<file path="src/rtl/fb_pkg.sv">
`default_nettype none
// +----------------------------------------------------------------------+
// | Package   : fb_pkg                                                   |
// | Purpose   : Shared condition codes and FSM state encodings for the   |
// |             flag/branch resolution unit.                             |
// | Revision  : 1.0 - initial release                                    |
// +----------------------------------------------------------------------+
package fb_pkg;

  // Condition codes, ARM-style ordering
  localparam logic [3:0] COND_EQ = 4'h0;
  localparam logic [3:0] COND_NE = 4'h1;
  localparam logic [3:0] COND_CS = 4'h2;
  localparam logic [3:0] COND_CC = 4'h3;
  localparam logic [3:0] COND_MI = 4'h4;
  localparam logic [3:0] COND_PL = 4'h5;
  localparam logic [3:0] COND_VS = 4'h6;
  localparam logic [3:0] COND_VC = 4'h7;
  localparam logic [3:0] COND_HI = 4'h8;
  localparam logic [3:0] COND_LS = 4'h9;
  localparam logic [3:0] COND_GE = 4'hA;
  localparam logic [3:0] COND_LT = 4'hB;
  localparam logic [3:0] COND_GT = 4'hC;
  localparam logic [3:0] COND_LE = 4'hD;
  localparam logic [3:0] COND_AL = 4'hE;
  localparam logic [3:0] COND_NV = 4'hF;

  // Bit positions inside the {N,Z,C,V} vector
  localparam int FLAG_N = 3;
  localparam int FLAG_Z = 2;
  localparam int FLAG_C = 1;
  localparam int FLAG_V = 0;

  // Branch FSM states
  typedef enum logic [1:0] {
    ST_IDLE = 2'd0,
    ST_WAIT = 2'd1,
    ST_RESP = 2'd2
  } fb_state_e;

endpackage : fb_pkg
`default_nettype wire

</file>
<file path="src/rtl/fb_cond_eval.sv">
`default_nettype none
// +----------------------------------------------------------------------+
// | Module    : fb_cond_eval                                             |
// | Purpose   : Combinational decode of a 4-bit condition code against   |
// |             an NZCV flag vector.                                     |
// | Revision  : 1.0 - initial release                                    |
// +----------------------------------------------------------------------+
module fb_cond_eval
  import fb_pkg::*;
(
  input  logic [3:0] cond,
  input  logic [3:0] nzcv,
  output logic       taken
);

  logic w_n;
  logic w_z;
  logic w_c;
  logic w_v;

  assign w_n = nzcv[FLAG_N];
  assign w_z = nzcv[FLAG_Z];
  assign w_c = nzcv[FLAG_C];
  assign w_v = nzcv[FLAG_V];

  // Map each condition code onto its flag expression
  always_comb begin
    taken = 1'b0;
    case (cond)
      COND_EQ: taken = w_z;
      COND_NE: taken = ~w_z;
      COND_CS: taken = w_c;
      COND_CC: taken = ~w_c;
      COND_MI: taken = w_n;
      COND_PL: taken = ~w_n;
      COND_VS: taken = w_v;
      COND_VC: taken = ~w_v;
      COND_HI: taken = w_c & ~w_z;
      COND_LS: taken = ~w_c | w_z;
      COND_GE: taken = (w_n == w_v);
      COND_LT: taken = (w_n != w_v);
      COND_GT: taken = ~w_z & (w_n == w_v);
      COND_LE: taken = w_z | (w_n != w_v);
      COND_AL: taken = 1'b1;
      COND_NV: taken = 1'b0;
      default: taken = 1'b0;
    endcase
  end

endmodule : fb_cond_eval
`default_nettype wire

</file>
<file path="src/rtl/fb_flag_branch_unit.sv">
`default_nettype none
// +----------------------------------------------------------------------+
// | Module    : fb_flag_branch_unit                                      |
// | Purpose   : Tracks outstanding flag-setting instructions, shadows    |
// |             the NZCV flags and resolves conditional branches once    |
// |             the flags they depend on are final.                      |
// | Revision  : 1.0 - initial release                                    |
// +----------------------------------------------------------------------+
module fb_flag_branch_unit
  import fb_pkg::*;
#(
  parameter int MAX_PEND = 3
) (
  input  logic       clk,
  input  logic       rst_n,
  input  logic       flag_we,
  input  logic [3:0] flag_nzcv,
  input  logic       flag_pend_set,
  input  logic       br_valid,
  input  logic [3:0] br_cond,
  output logic       br_ready,
  output logic       res_valid,
  output logic       res_taken,
  input  logic       res_ready,
  output logic [2:0] pend_cnt,
  output logic       err_ovf
);

  localparam logic [2:0] MAX_CNT = 3'(MAX_PEND);

  fb_state_e  state_q, state_d;
  logic [2:0] pend_q,  pend_d;
  logic [3:0] nzcv_q;
  logic [3:0] cond_q,  cond_d;
  logic       taken_q, taken_d;
  logic       ovf_q,   ovf_d;

  logic [3:0] eff_nzcv;
  logic [3:0] eval_cond;
  logic       eval_taken;

  // Outstanding-write counter: saturates at both ends, overflow is sticky
  always_comb begin
    pend_d = pend_q;
    ovf_d  = ovf_q;
    case ({flag_pend_set, flag_we})
      2'b10: begin
        if (pend_q == MAX_CNT) begin
          ovf_d = 1'b1;
        end else begin
          pend_d = pend_q + 3'd1;
        end
      end
      2'b01: begin
        if (pend_q != 3'd0) begin
          pend_d = pend_q - 3'd1;
        end
      end
      default: pend_d = pend_q;
    endcase
  end

  // Flags written this cycle are forwarded ahead of the shadow copy
  assign eff_nzcv  = flag_we ? flag_nzcv : nzcv_q;

  // A fresh request is evaluated with its own code; a waiting one with the stored code
  assign eval_cond = (state_q == ST_IDLE) ? br_cond : cond_q;

  fb_cond_eval u_cond_eval (
    .cond  (eval_cond),
    .nzcv  (eff_nzcv),
    .taken (eval_taken)
  );

  // Branch FSM: next state and captured resolution
  always_comb begin
    state_d = state_q;
    cond_d  = cond_q;
    taken_d = taken_q;
    case (state_q)
      ST_IDLE: begin
        if (br_valid) begin
          cond_d = br_cond;
          if (pend_d == 3'd0) begin
            taken_d = eval_taken;
            state_d = ST_RESP;
          end else begin
            state_d = ST_WAIT;
          end
        end
      end
      ST_WAIT: begin
        if (pend_d == 3'd0) begin
          taken_d = eval_taken;
          state_d = ST_RESP;
        end
      end
      ST_RESP: begin
        if (res_ready) begin
          state_d = ST_IDLE;
        end
      end
      default: state_d = ST_IDLE;
    endcase
  end

  // State, counter, shadow flags and result registers
  always_ff @(posedge clk or negedge rst_n) begin
    if (!rst_n) begin
      state_q <= ST_IDLE;
      pend_q  <= 3'd0;
      nzcv_q  <= 4'b0000;
      cond_q  <= 4'h0;
      taken_q <= 1'b0;
      ovf_q   <= 1'b0;
    end else begin
      state_q <= state_d;
      pend_q  <= pend_d;
      cond_q  <= cond_d;
      taken_q <= taken_d;
      ovf_q   <= ovf_d;
      if (flag_we) begin
        nzcv_q <= flag_nzcv;
      end
    end
  end

  assign br_ready  = (state_q == ST_IDLE);
  assign res_valid = (state_q == ST_RESP);
  assign res_taken = taken_q;
  assign pend_cnt  = pend_q;
  assign err_ovf   = ovf_q;

endmodule : fb_flag_branch_unit
`default_nettype wire

</file>
<file path="config.mk">
export PLATFORM = sky130hd
export DESIGN_NAME = fb_flag_branch_unit
export DESIGN_NICKNAME = d
export VERILOG_FILES = /design/src/rtl/fb_pkg.sv /design/src/rtl/fb_cond_eval.sv /design/src/rtl/fb_flag_branch_unit.sv
export SDC_FILE = /design/constraint.sdc
export NUM_CORES = 1
export LEC_CHECK = 0
export BUFFER_PORTS_ARGS = -buffer_cell sky130_fd_sc_hd__buf_2
export CAP_MARGIN = 20
export CORE_MARGIN = 5
export CORE_UTILIZATION = 45
export CTS_CLUSTER_SIZE = 10
export DETAILED_ROUTE_END_ITERATION = 6
export PLACE_DENSITY = 0.69
export SLEW_MARGIN = 20
export SYNTH_ARGS = -nofsm -noshare
export SYNTH_HDL_FRONTEND = slang
export SYNTH_SLANG_ARGS = --single-unit
</file>
<file path="constraint.sdc">
create_clock -name clk -period 1.7 [get_ports clk]
set_clock_uncertainty 0.05 [all_clocks]
set_input_delay 0.255 -clock clk [delete_from_list [all_inputs] [get_ports clk]]
set_output_delay 0.255 -clock clk [all_outputs]
set_load 0.01 [all_outputs]
</file>
; Word-level counts from Yosys, hierarchy flattened
; Index checks and enable logic that the tools add are counted.
[op_classes]
mux = 14
n_reduce_logical = 9
order_cmp = 0
n_div = 0
mul = 0
n_eq_ne = 25
shift = 0
add_sub_neg = 2
bitwise_logic = 8
[ops]
columns = operator, n
row1 = 4-bit == test (second input constant), 8
row2 = 4-bit by 3-bit == test with 1-bit output (second input constant), 4
row3 = 1-bit case mux with 16 select lines, 1
row4 = 4-bit by 2-bit == test with 1-bit output (second input constant), 2
row5 = 2-bit two-way mux, 4
row6 = 4-bit two-way mux, 2
row7 = 3-bit two-way mux, 2
row8 = 2-bit case mux with 3 select lines, 1
row9 = 3-bit case mux with 2 select lines, 1
row10 = 2-bit AND reduction, 3
row11 = 2-bit by 1-bit == test with 1-bit output (second input constant), 2
row12 = 2-bit == test (second input constant), 2
row13 = 4-bit by 1-bit == test with 1-bit output (second input constant), 1
row14 = 4-bit zero test, 1
row15 = 2-bit inequality test (second input constant), 2
row16 = 1-bit inverter, 4
row17 = 3-bit by 1-bit adder with 3-bit output (second input constant), 1
row18 = 3-bit by 2-bit == test with 1-bit output (second input constant), 1
row19 = 3-bit zero test, 1
row20 = 3-bit AND reduction, 1
row21 = 3-bit nonzero test, 1
row22 = 3-bit by 1-bit subtractor with 3-bit output (second input constant), 1
row23 = 1-bit bitwise AND, 2
row24 = 2-bit zero test, 1
row25 = other kinds (7), 9
[totals]
out_inout_bits = 7
wordCells = 64
in_bits = 14
latch_bits = 0
mem_bits_rw = 0
romBits = 0
reg_bits = 15
mem_count = 0

; Longest topological paths before layout
[depth]
depth_word = 7
ltp_mapped = 9
ltp_nobuf = 8

; Hierarchy
; A second synthesis with hierarchy kept.
[unflattened]
cells_unflattened = 89
hier_area_um2 = 957.2
[by_module_without_submodules]
columns = module, seq_area_each_um2, cells_per_inst, area_per_inst_um2, n_inst
row1 = fb_flag_branch_unit, 375.4, 66, 802.0, 1
row2 = fb_cond_eval, 0.0, 23, 155.1, 1

; Worst setup path before layout
; Ideal clock, no wire load.
[synth_timing]
path_kind = reg-to-reg
from = register state_q[0]
to = register taken_q, in the netlist res_taken
slack_ps = -63
arrival_time_ps = 1589
setup_time_ps = 124
synth_period_minus_slack_ps = 1763
stages_incl_launch_ff = 9
required_ps = 1526
path_buffers = 1
cell_sequence = dfrtp_1 or2_1 buf_6 inv_6 mux2i_4 nand4bb_1 o311ai_1 a311oi_1 o2bb2ai_1
[synth_via]
elab_chain_cells = 7
word_cells_on_any_way = 26
classes_between = eq/ne: 17 / mux: 5 / reduce/logical: 4
[synth_rtl]
columns = item, line_no
row1 = start: declaration, fb_flag_branch_unit.sv:31  ; fb_state_e state_q, state_d;
row2 = start signal: assignment, fb_flag_branch_unit.sv:117  ; state_q <= state_d;
row3 = 2-bit zero test (*), -
row4 = via br_ready, fb_flag_branch_unit.sv:21  ; output logic br_ready,
row5 = 4-bit two-way mux, fb_flag_branch_unit.sv:67  ; assign eval_cond = (state_q == ST_IDLE) ? br_cond : cond_q;
row6 = 4-bit == test (tied with other cells), fb_cond_eval.sv:29  ; case (cond)
row7 = 1-bit case mux with 16 select lines, fb_cond_eval.sv:29
row8 = 1-bit two-way mux, "fb_flag_branch_unit.sv:84, fb_flag_branch_unit.sv:93"
row9 = 1-bit two-way mux, fb_flag_branch_unit.sv:82  ; if (br_valid) begin
row10 = 1-bit case mux with 2 select lines, fb_flag_branch_unit.sv:80  ; case (state_q)
row11 = end signal: assignment, fb_flag_branch_unit.sv:120  ; taken_q <= taken_d;
row12 = end: declaration, fb_flag_branch_unit.sv:35  ; logic taken_q, taken_d;
; The timed path passes the listed nets; every way through them passes the cells marked *. The select of a mux whose other input is x is not followed.
; A chain may end at the register's enable or synchronous reset.

; Worst setup path in the final report
[layout_timing]
from = register state_q[0]
to = register taken_q, in the netlist res_taken
[layout_via]
elab_chain_cells = 7
word_cells_on_any_way = 26
classes_between = eq/ne: 17 / mux: 5 / reduce/logical: 4
[layout_rtl]
columns = item, line_no
row1 = 2-bit zero test, "fb_flag_branch_unit.sv:67, fb_flag_branch_unit.sv:80"
row2 = 4-bit two-way mux, fb_flag_branch_unit.sv:67
row3 = 4-bit == test (tied with other cells), fb_cond_eval.sv:29
row4 = 1-bit case mux with 16 select lines, fb_cond_eval.sv:29
row5 = 1-bit two-way mux, "fb_flag_branch_unit.sv:84, fb_flag_branch_unit.sv:93"
row6 = 1-bit two-way mux, fb_flag_branch_unit.sv:82
row7 = 1-bit case mux with 2 select lines, fb_flag_branch_unit.sv:80
; Several ways; a longest one is shown, not always the timed one. The select of a mux whose other input is x is not followed.

==> results.md <==
* Status: complete, but fails checks
* Failing checks: setup timing
* Worst rel slew slack at 0.758
* Net Count, Synth at ~140
* Clock Latency Late Sink at between 0.2 and 0.3 ns
* Worst Path Required at about 1.8 ns
* Peak supply drop at a little under 0.9 mV
* Die area at between 0.003 and 0.004 mm²
* Initial drt markers at 27
* Total Power at roughly 2400 µW
* RePlAce Congestion at 0.854
* Vias in the first global route at roughly 1000
* H-Tree Level Count at 1
* Maximum clock path buffer count at 2
* Seq/Total Area, Yosys at 0.331
* Yosys warnings at 0
* Initial core utilization at 0.466
* Grt met1 use at 0.210
* Number of max-cap violations at 0
* First-pass GRT wire length at 4470 µm
* ANT nets after route at 0
* # clock sinks at 15
* Setup ws final at -0.179 ns
* Final setup vio count at 1
* Top_reg_cell synth: dfrtp_1
* RSZ-0062 raised after global routing: true
* DP Worst Slack at -0.147 ns
* # rows at 18
* Post-Syn Instances at between 100 and 150
* Post-CTS setup buffer count at 0
* Synth cell types at 45
* Vias at 1009
* First-pass iteration count of the detailed router at 4
* Global route hottest layer: met2
* CTS buffer count at 3
* Die Ht at between 60 and 70 µm
* Post-Syn Area at between 0.001 and 0.0015 mm²
* Worst Hold Class: primary input to flip-flop
* Final hold violation count at 0
* Max Freq at 0.532 GHz
* Final wirelength at ~2600 µm
* Largest net degree at the start of global routing at 16
* I/O pin cnt at 21
* Startpoint Class: flip-flop
* Die Wd at between 60 and 70 µm
* Slew Viols, Final at 0
* CP Max Fanout at 5
* Final core occ at 0.590
* Fraction of layout cells with a size suffix above 1 at 0.390
* CTS Root Cell: clkbuf_4
* LEAKAGE at ~0.00069 µW
* Initial antenna violation count at 0
* DR vias/cell at between 5 and 6
* CP Data Arrival Time at roughly 2 ns
* Slew @ Worst Pin at between 0.3 and 0.4 ns
* Pwr per Cell Area at about 1700 mW/mm²
* Remaining global-route overflow at 0
* #FFs+latches synth at 15
* CP endpoint kind: flip-flop
* Post-route design area at around 0.0014 mm²
* GRT met2 Usage at 0.267
* Tmin final at around 1.9 ns
* Worst Path Class, Setup: flip-flop to flip-flop
* IO Port Bufs at 20
* Routed len/inst at around 14 µm
* Core Region at ~0.0024 mm²
* GR Util All Layers at 0.164
* FFs w/ async S/R, synth at 1.00
* Placed inst area at ~0.0014 mm²
* TritonCTS clock tree: done
* Mapped Avg Cell Area at approximately 9.7 µm²
* Final period util at 1.11
* Final HPWL DP at 2020 µm
* Filler cells at 220
* Ant. Diodes at 0
* Post-synth EDFFs at 0
* Area Overhead vs Synth at 26.6%
* Net count reported at finish at roughly 170
* Setup TNS at -0.179 ns
* DR DRC count at 0
* GR Util met3 at 0.0346
* Clock-pin slew on the worst setup and hold paths at 0.09 ns
[worst max-delay path, cell delays in order (launching register included)]
cell and delay [ns]:
dfrtp_1 0.44, buf_6 0.15, o211a_1 0.24, or2_1 0.24
a31oi_1 0.14, o311ai_1 0.10, a311oi_1 0.31, o2bb2ai_1 0.10
[cells in the mapped netlist, drive strengths merged, types with 2 or more instances]
| master | n | area [µm²] |
|---|---|---|
| or4 | 2 | 15.0 |
| xnor2 | 2 | 17.5 |
| or2 | 2 | 12.5 |
| nor2b | 2 | 12.5 |
| o22ai | 2 | 12.5 |
| nand2 | 11 | 43.8 |
| buf | 4 | 38.8 |
| inv | 13 | 53.8 |
| dfrtp | 15 | 375 |
| o21ai | 12 | 60.1 |
| nand3 | 2 | 10.0 |
| mux2i | 5 | 62.6 |
| xor2 | 3 | 26.3 |
| o211ai | 2 | 15.0 |
| mux2 | 8 | 97.6 |
| o21bai | 2 | 15.0 |
| o31ai | 3 | 22.5 |
| nor4b | 2 | 17.5 |
| ha | 5 | 62.6 |
| a31oi | 3 | 18.8 |
[repair_timing]
action / 4_1_cts / 5_1_grt
pin swaps: 4 / 1
hold buffers: 1 / 0
gates cloned: 0 / 0
resized for setup: 8 / 9
endpoints found under the hold margin: 15 / 0
endpoints found under the setup margin: 3 / 4
[state kept, by name, summed over array words and instances (netlist names)]
register	cells
nzcv_q	4
err_ovf	1
state_q	2
pend_cnt	3
cond_q	4
res_taken	1
[cell type report]
type,instances,area (µm²),area share
Timing Repair Buffer,37,244,0.170
Sequential cell,15,377,0.263
Clock buffer,4,26.3,0.0183
Inverter,13,53.8,0.0375
Multi-Input combinational cell,85,696,0.485
Tap cell,30,37.5,0.0262
[final timing paths]
| check | startpoint | end | slack, ns | cells after the start |
|---|---|---|---|---|
| worst max-delay path | state_q[0] | res_taken | -0.18 | 7 |
| worst min-delay path | res_ready | state_q[1] | 0.09 | 2 |
| worst max register to register | state_q[0] | res_taken | -0.18 | 7 |
| worst min register to register | err_ovf | err_ovf | 0.42 | 1 |
| max in group asynchronous | rst_n | state_q[1] | 0.95 | 2 |
| min in group asynchronous | rst_n | nzcv_q[3] | 0.36 | 2 |
[routing by layer]
metal	wire length, µm	vias to the layer above
met4	31	0
met1	1130	483
met5	0	-
met2	1320	24
li1	-	498
met3	128	4
[report_power, final]
part	total, µW	internal, µW	leakage, µW	switching [µW]
combinational	1550	813	0.000488	740
clock	208	90.8	0.0000150	118
sequential	642	493	0.000184	149
[per-stage QoR]
step                      std cells  hold WS [ns]
final                           184        0.0858
after global placement          179         0.135
after global routing            184        0.0866
after floorplan                 117       -0.0906
after detailed placement        179         0.143
after CTS                       184        0.0864
[placed cells by master, fill, tap and decap left out, types with 2 or more instances in the layout]
master	n
clkbuf_4	3
buf_4	14
o22ai_1	2
nand2_1	9
a31oi_1	3
nand3_1	2
mux2i_1	4
nand2_2	2
ha_1	3
or4_1	2
buf_6	3
nor2b_1	2
inv_1	8
mux2_4	3
o21ai_1	7
buf_2	19
o21ai_0	4
o211ai_1	2
xnor2_1	2
o31ai_1	3
dfrtp_1	14
inv_2	4
o21bai_1	2
mux2_1	5
xor2_1	3
nor4b_1	2
[cell families after synthesis]
group,synth area share
compound gates,0.202
xor+xnor,0.0387
fa+ha+maj,0.0552
buf+inv,0.0818
flops,0.331
mux,0.141
simple gates,0.149
No activity file was read; power rests on OpenSTA's default activity.
